## src/rtl/ct_op_feeder_if.sv

```systemverilog
// Element-in / operand-pair-out bundle for ct_op_feeder; master drives elements and op_ready.
// op_tag exists only when CT_FEED_FRAME_TAG_EN is defined.
interface ct_op_feeder_if #(
  parameter int DWT   = 8,
  parameter int TAG_W = 4
);
  logic                 in_valid;
  logic                 in_ready;
  logic [DWT-1:0]       in_data;
  logic                 in_last;
  logic                 op_valid;
  logic                 op_ready;
  logic [2*DWT-1:0]     op_out;
  logic                 op_first;
  logic                 op_last;
`ifdef CT_FEED_FRAME_TAG_EN
  logic [TAG_W-1:0]     op_tag;

  modport master (output in_valid, in_data, in_last, op_ready,
                  input  in_ready, op_valid, op_out, op_first, op_last, op_tag);
  modport slave  (input  in_valid, in_data, in_last, op_ready,
                  output in_ready, op_valid, op_out, op_first, op_last, op_tag);
`else
  modport master (output in_valid, in_data, in_last, op_ready,
                  input  in_ready, op_valid, op_out, op_first, op_last);
  modport slave  (input  in_valid, in_data, in_last, op_ready,
                  output in_ready, op_valid, op_out, op_first, op_last);
`endif

  if (TAG_W < 1) begin : g_bad_tag_w
    $error("ct_op_feeder_if: TAG_W must be at least 1");
  end
endinterface

```

## src/rtl/ct_op_feeder.sv

```systemverilog
// Ping-pong frame buffer feeding operand pairs {elem[2k+1],elem[2k]} to the argmax tree; optional CT_FEED_FRAME_TAG_EN adds op_tag.
// Latency: first pair the cycle after the closing element; one bubble cycle between back-to-back frames.
// Backpressure: in_ready drops while the write bank is full; op_valid/op_out hold steady while op_ready is low.
module ct_op_feeder #(
  parameter int DWT    = 8,
  parameter int FRAC   = 4,
  parameter int N_PAIR = 4,
  parameter int TAG_W  = 4
) (
  input  logic          clk,
  input  logic          rst,
  ct_op_feeder_if.slave bus
);
  localparam int NE = 2 * N_PAIR;
  localparam int IW = $clog2(NE);
  localparam int PW = (N_PAIR > 1) ? $clog2(N_PAIR) : 1;
  localparam int CW = $clog2(NE + 1);

  typedef enum logic {S_IDLE, S_STREAM} state_t;

  state_t         state, state_nxt;
  logic [DWT-1:0] mem [2][NE];
  logic [1:0]     full;
  logic [CW-1:0]  cnt [2];
  logic           wr_bank, rd_bank, rdy_en;
  logic [IW-1:0]  wr_idx;
  logic [PW-1:0]  rd_pair;
  logic           wr_fire, wr_close, rd_fire, rd_done, pair_last;
  logic [IW-1:0]  ev_idx, od_idx;
  logic [DWT-1:0] ev_dat, od_dat;

  if (N_PAIR < 1 || N_PAIR > 64) begin : g_bad_npair
    $error("ct_op_feeder: N_PAIR must be within 1..64");
  end
  if (FRAC < 0 || FRAC > DWT || TAG_W < 1) begin : g_bad_fmt
    $error("ct_op_feeder: FRAC must be within 0..DWT and TAG_W at least 1");
  end

  // rdy_en keeps in_ready low until the first cycle after reset is released
  assign bus.in_ready = rdy_en & ~full[wr_bank];
  assign wr_fire      = bus.in_valid & bus.in_ready;
  assign wr_close     = wr_fire & (bus.in_last | (wr_idx == IW'(NE - 1)));
  assign pair_last    = (rd_pair == PW'(N_PAIR - 1));
  assign rd_fire      = (state == S_STREAM) & bus.op_ready;
  assign rd_done      = rd_fire & pair_last;

  // Elements past the frame's valid count read as zero so padding never wins
  assign ev_idx = IW'({rd_pair, 1'b0});
  assign od_idx = ev_idx | IW'(1);
  assign ev_dat = (CW'(ev_idx) < cnt[rd_bank]) ? mem[rd_bank][ev_idx] : '0;
  assign od_dat = (CW'(od_idx) < cnt[rd_bank]) ? mem[rd_bank][od_idx] : '0;

  always_ff @(posedge clk) begin
    if (rst) begin
      state   <= S_IDLE;
      full    <= '0;
      cnt[0]  <= '0;
      cnt[1]  <= '0;
      wr_bank <= 1'b0;
      rd_bank <= 1'b0;
      wr_idx  <= '0;
      rd_pair <= '0;
      rdy_en  <= 1'b0;
    end else begin
      state  <= state_nxt;
      rdy_en <= 1'b1;
      if (rd_done) begin
        full[rd_bank] <= 1'b0;
        rd_bank       <= ~rd_bank;
        rd_pair       <= '0;
      end else if (rd_fire) begin
        rd_pair <= rd_pair + PW'(1);
      end
      if (wr_fire) begin
        if (wr_close) begin
          full[wr_bank] <= 1'b1;
          cnt[wr_bank]  <= CW'(wr_idx) + CW'(1);
          wr_idx        <= '0;
          wr_bank       <= ~wr_bank;
        end else begin
          wr_idx <= wr_idx + IW'(1);
        end
      end
    end
  end

  always_ff @(posedge clk) begin
    if (wr_fire) mem[wr_bank][wr_idx] <= bus.in_data;
  end

  always_comb begin
    state_nxt    = state;
    bus.op_valid = 1'b0;
    bus.op_out   = '0;
    bus.op_first = 1'b0;
    bus.op_last  = 1'b0;
    case (state)
      S_IDLE: begin
        // A frame closing into the read bank starts streaming without a wait cycle
        if (full[rd_bank] | (wr_close & (wr_bank == rd_bank))) state_nxt = S_STREAM;
      end
      S_STREAM: begin
        bus.op_valid = 1'b1;
        bus.op_out   = {od_dat, ev_dat};
        bus.op_first = (rd_pair == '0);
        bus.op_last  = pair_last;
        if (bus.op_ready && pair_last) state_nxt = S_IDLE;
      end
      default: state_nxt = S_IDLE;
    endcase
  end

`ifdef CT_FEED_FRAME_TAG_EN
  logic [TAG_W-1:0] tag_cnt;
  logic [TAG_W-1:0] bank_tag [2];

  always_ff @(posedge clk) begin
    if (rst) begin
      tag_cnt     <= '0;
      bank_tag[0] <= '0;
      bank_tag[1] <= '0;
    end else if (wr_close) begin
      bank_tag[wr_bank] <= tag_cnt;
      tag_cnt           <= tag_cnt + TAG_W'(1);
    end
  end

  assign bus.op_tag = (state == S_STREAM) ? bank_tag[rd_bank] : '0;
`endif
endmodule

```

## src/flat_wrapper.sv

```systemverilog
// flat-port wrapper written by rule: the top's interface ports become plain ports
module ct_op_feeder_flat 
#(
  parameter int DWT    = 8,
  parameter int FRAC   = 4,
  parameter int N_PAIR = 4,
  parameter int TAG_W  = 4
)
  (clk, rst, bus_in_valid, bus_in_data, bus_in_last, bus_op_ready, bus_in_ready, bus_op_valid, bus_op_out, bus_op_first, bus_op_last);
  ct_op_feeder_if #(.DWT(DWT), .TAG_W(TAG_W)) bus_i ();
  input  logic clk;
  input  logic rst;
  input wire logic [$bits(bus_i.in_valid)-1:0] bus_in_valid;
  input wire logic [$bits(bus_i.in_data)-1:0] bus_in_data;
  input wire logic [$bits(bus_i.in_last)-1:0] bus_in_last;
  input wire logic [$bits(bus_i.op_ready)-1:0] bus_op_ready;
  output wire logic [$bits(bus_i.in_ready)-1:0] bus_in_ready;
  output wire logic [$bits(bus_i.op_valid)-1:0] bus_op_valid;
  output wire logic [$bits(bus_i.op_out)-1:0] bus_op_out;
  output wire logic [$bits(bus_i.op_first)-1:0] bus_op_first;
  output wire logic [$bits(bus_i.op_last)-1:0] bus_op_last;
  assign bus_i.in_valid = bus_in_valid;
  assign bus_i.in_data = bus_in_data;
  assign bus_i.in_last = bus_in_last;
  assign bus_i.op_ready = bus_op_ready;
  assign bus_in_ready = bus_i.in_ready;
  assign bus_op_valid = bus_i.op_valid;
  assign bus_op_out = bus_i.op_out;
  assign bus_op_first = bus_i.op_first;
  assign bus_op_last = bus_i.op_last;
  ct_op_feeder #(.DWT(DWT), .FRAC(FRAC), .N_PAIR(N_PAIR), .TAG_W(TAG_W)) u_core (.clk(clk), .rst(rst), .bus(bus_i));
endmodule
```

## config.mk

```make
export PLATFORM = sky130hd
export DESIGN_NAME = ct_op_feeder_flat
export DESIGN_NICKNAME = d
export VERILOG_FILES = /design/src/rtl/ct_op_feeder_if.sv /design/src/rtl/ct_op_feeder.sv /design/src/flat_wrapper.sv
export SDC_FILE = /design/constraint.sdc
export NUM_CORES = 1
export LEC_CHECK = 0
export CORE_MARGIN = 2
export CORE_UTILIZATION = 50
export DETAILED_ROUTE_END_ITERATION = 12
export PLACE_DENSITY = 0.68
export REMOVE_ABC_BUFFERS = 1
export SYNTH_ARGS = -nofsm -noshare
export SYNTH_HDL_FRONTEND = slang
export SYNTH_SLANG_ARGS = --single-unit
```

## constraint.sdc

```tcl
create_clock -name clk -period 2.9 [get_ports clk]
set_input_delay 0.58 -clock clk [delete_from_list [all_inputs] [get_ports clk]]
set_output_delay 0.58 -clock clk [all_outputs]
set_load 0.02 [all_outputs]
```

# Word-level counts from Yosys, hierarchy flattened
# Memory sizes are Yosys's and may differ from the RTL's. A register that Yosys moved wholly into a read port is not among the register bits.
# Index checks and enable logic that the tools add are counted.
# W data, S select, Z words.
# word_totals
memories	2
ff_bits	11
ramBits	136
# op_classes
order_cmp	10
eq_ne	3
n_reduce_logical	8
bitwise_logic	18
mux	46
add_sub_neg	3
# mem_list
memory	depth	width	read_ports	rd_ports_with_merged_regs	write_ports	line	rtl
u_core.mem	2	64	1	1	1	ct_op_feeder.sv:22	logic [DWT-1:0] mem [2][NE];
u_core.cnt	2	4	1	1	2	ct_op_feeder.sv:24	logic [CW-1:0] cnt [2];
# op_table
operator	count
$mux W64	1
$mux W8	7
$bmux W8 S3	2
$mux W1	25
$demux W8 S3	1
$mux W16	1
$ge A4 B4 Y1 const B	3
$not A3 Y4	3
$lt A3 B4 Y1	2
$mux W2	4
$and A1 B1 Y1	6
$add A3 B1 Y4 const B	1
$logic_and A1 B1 Y1	4
$lt A1 B2 Y1 const B	2
$lt A4 B1 Y1 const B	1
$mux W4	1
$not A1 Y1	4
$reduce_or A4 Y1	1
$add A3 B1 Y3 const B	1
$eq A3 B3 Y1 const B	1
$mux W3	1
$add A2 B1 Y2 const B	1
$and A2 B2 Y2	1
$demux W1 S1	2
10 further kinds	12

# Longest topological paths before layout
# logic_depth
depth_word	12
ltp_mapped	8
depth_no_buf	6

# Least setup slack after synthesis
# Ideal clock, no wire load.
# synth_path
path_kind	flip-flop to output port
start	register (tool-made name)
end	output port bus_op_out[10]
stages_incl_launch_ff	8
t_required_ns	2.320
path_slack_ns	0.258
arrival_time_ns	2.062
n_path_buf	2
path_cell_list	dfxtp_1 -> buf_6 -> buf_4 -> mux2i_1 -> ha_1 -> nand2b_1 -> a21oi_1 -> nor4_1
# synth_lines
item	line	rtl
end: declaration	flat_wrapper.sv:19	output wire logic [$bits(bus_i.op_out)-1:0] bus_op_out;

==> results.json <==
{
  "outcome": "complete, no violations",
  "gp_congestion": 0.842,
  "io_buffer_count": 32,
  "hold_path.class": "reg -> reg",
  "cp-end-kind": "primary output",
  "h-tree-depth": 4,
  "vdd_ir_drop_max_mv": 0.533,
  "finalNetCount": 422,
  "die_h_um": 114,
  "rows": 40,
  "cp_max_fo": 4,
  "clkTransAtPathRegs_ns": 0.06,
  "dp_hpwl_um": 7760,
  "total_power_uw": 4810,
  "yosys.area.top_type": "edfxtp_1",
  "wl_per_cell_um": 21.3,
  "powerDensity_mw_per_mm2": 644,
  "synth_common_cells": "edfxtp_1 (136), nor2_1 (27), mux4_2 (21)",
  "syn_area_per_cell_um2": 18.2,
  "worstMarginPinSlew_ns": 0.682,
  "maxCapViolations": 0,
  "ys_seq_area_frac": 0.708,
  "dp.cells": 525,
  "rsz0062_at_grt": "true",
  "critPathKind": "reg -> out",
  "ys_warn_count": 0,
  "grt_pass1_vias": 3189,
  "grt_max_degree": 33,
  "fin_crit_ns": 2.90,
  "hold_violations": 0,
  "yosys-top-cells-area": "edfxtp_1 (67%), mux4_2 (7.7%), mux4_1 (4.7%)",
  "drc": 0,
  "yosys.cell_count.top_type": "edfxtp_1",
  "routed_wirelength_um": 12000,
  "p_leak_uw": 0.00253,
  "antenna_found_initial": 0,
  "first_iter_violations": 217,
  "arrival_ns": 2.32,
  "instances_no_fill": 562,
  "fin_crit_sh": 0.999,
  "synth_top_area_share": 0.669,
  "max_freq_mhz": 345,
  "clk_latency_ns": 0.42,
  "async_flop_share": 0,
  "cts_root_buffer": "clkbuf_16",
  "vias": 3232,
  "netlist-cell-type-count": 41,
  "syn_to_final_growth_pct": 22.3,
  "cts_buffers": 17,
  "fin_setup_tns_ns": 0,
  "start_util": 0.510,
  "synth-main-ff-cell": "edfxtp_1",
  "setup_viol": 0,
  "drv_slew": 0,
  "grt_pass1_wl_um": 18200,
  "num_io_pins": 33,
  "cts_num_sinks": 148,
  "n_antenna_cell": 0,
  "die_area_mm2": 0.0131,
  "worst_hold_slack_ns": 0.518,
  "relSlewSlack": 0.544,
  "layout-drive-gt1-share": 0.287,
  "synth-edff-count": 136,
  "grt_usage": 0.196,
  "syn_area_mm2": 0.00610,
  "multi_input_area_mm2": 0.00175,
  "fillers": 825,
  "dieWidth_um": 114,
  "cts_tree": "yes",
  "first_pass_iters": 4,
  "cp-start-kind": "flop",
  "synthCells": 336,
  "cp.required_ns": 2.32,
  "via_per_inst": 5.75,
  "overflow": 0,
  "clock_skew_ns": 0.00380,
  "clockBufferDepth": 2,
  "ant_nets": 0,
  "ys_ff_latch": 148,
  "seqCellArea_mm2": 0.00433,
  "core_area_mm2": 0.0120
}
[cell type report]
type	instances	share of cell area
inverter	10	0.00503
clock buffer	19	0.0580
tap	147	0.0246
sequential	148	0.580
multi-input combinational	162	0.234
clock inverter	13	0.0213
timing repair buffer	63	0.0770
[sequential cells by signal, indices dropped and copies added (netlist names), named ones only]
| register | flops |
|---|---|
| u_core.mem | 128 |
| u_core.cnt | 8 |
| u_core.wr_idx | 3 |
| u_core.full | 2 |
| u_core.rd_pair | 2 |
| u_core.rd_bank | 1 |
| u_core.rdy_en | 1 |
| u_core.state | 1 |
| u_core.wr_bank | 1 |
[kinds of logic after synthesis]
group	share of synthesized area
AO/OA/AOI/OAI	0.0262
XOR/XNOR	0.00287
adder cells (fa/ha/maj)	0.0143
buffers and inverters	0.0242
flip-flops	0.708
multiplexers	0.152
AND/OR/NAND/NOR	0.0715
[repair_timing]
| item | CTS | global route |
|---|---|---|
| setup endpoints to repair | 16 | 10 |
| hold buffers | 0 | 0 |
| resized for setup | 56 | 29 |
| buffers inserted | 4 | 1 |
| pin swaps | 1 | 2 |
[metal layers]
metal	part of all wire	vias to the layer above	GRT usage
li1	-	1501	-
met1	0.45	1653	0.262
met2	0.50	62	0.307
met3	0.033	16	0.0519
met4	0.015	0	0.0821
met5	0	-	0
[power breakdown]
group	leakage, µW	total, µW	switching, µW	internal [µW]
logic	0.000909	266	157	109
registers	0.00133	2360	11.3	2350
clock network	0.000283	2180	832	1350
total	0.00253	4810	1000	3810
[cells in the final DEF (no fill, tap or decap), drive strengths merged, types with 2 or more instances in the layout]
cell type and count:
edfxtp 136, buf 39, mux4 32, nor2 27, clkbuf 21, clkdlybuf4s50 16
mux2i 13, nor4 13, nor3 12, dfxtp 12, a21oi 11, inv 9
and2 8, clkinv 8, nand2 7, ha 7, dlygate4sd2 6, a31o 4
nand4 3, nand3 3, a311oi 3, clkinvlp 3, bufinv 3, mux2 3
o21ai 3, nor4b 2, xor2 2
[critical path, cell delays in order, from the launching register on]
cell	delay (ns)
dfxtp_4	0.39
mux2i_4	0.26
inv_2	0.06
ha_4	0.20
a2111o_1	0.50
buf_6	0.18
a21oi_2	0.13
buf_4	0.15
[metrics by stage]
step                area [µm²]   util  setup slack (ns)
global route              7460  0.624           -0.0578
global placement          6730  0.562           -0.0553
detailed placement        6730  0.562           -0.0881
CTS                       7350  0.614            -0.122
floorplan                 5990      -            -0.648
finish                    7460  0.624           0.00404
[path summary, 6_finish.rpt]
path	from	end	slack [ns]	depth (start not counted)
min reg2reg	u_core.full[0]	u_core.full[0]	0.52	2
min	u_core.full[0]	u_core.full[0]	0.52	2
max	flop	bus_op_out[5]	0.004	7
max reg2reg	u_core.wr_idx[1]	u_core.cnt[0][1]	0.90	5
No activity file was read; power rests on OpenSTA's default activity.
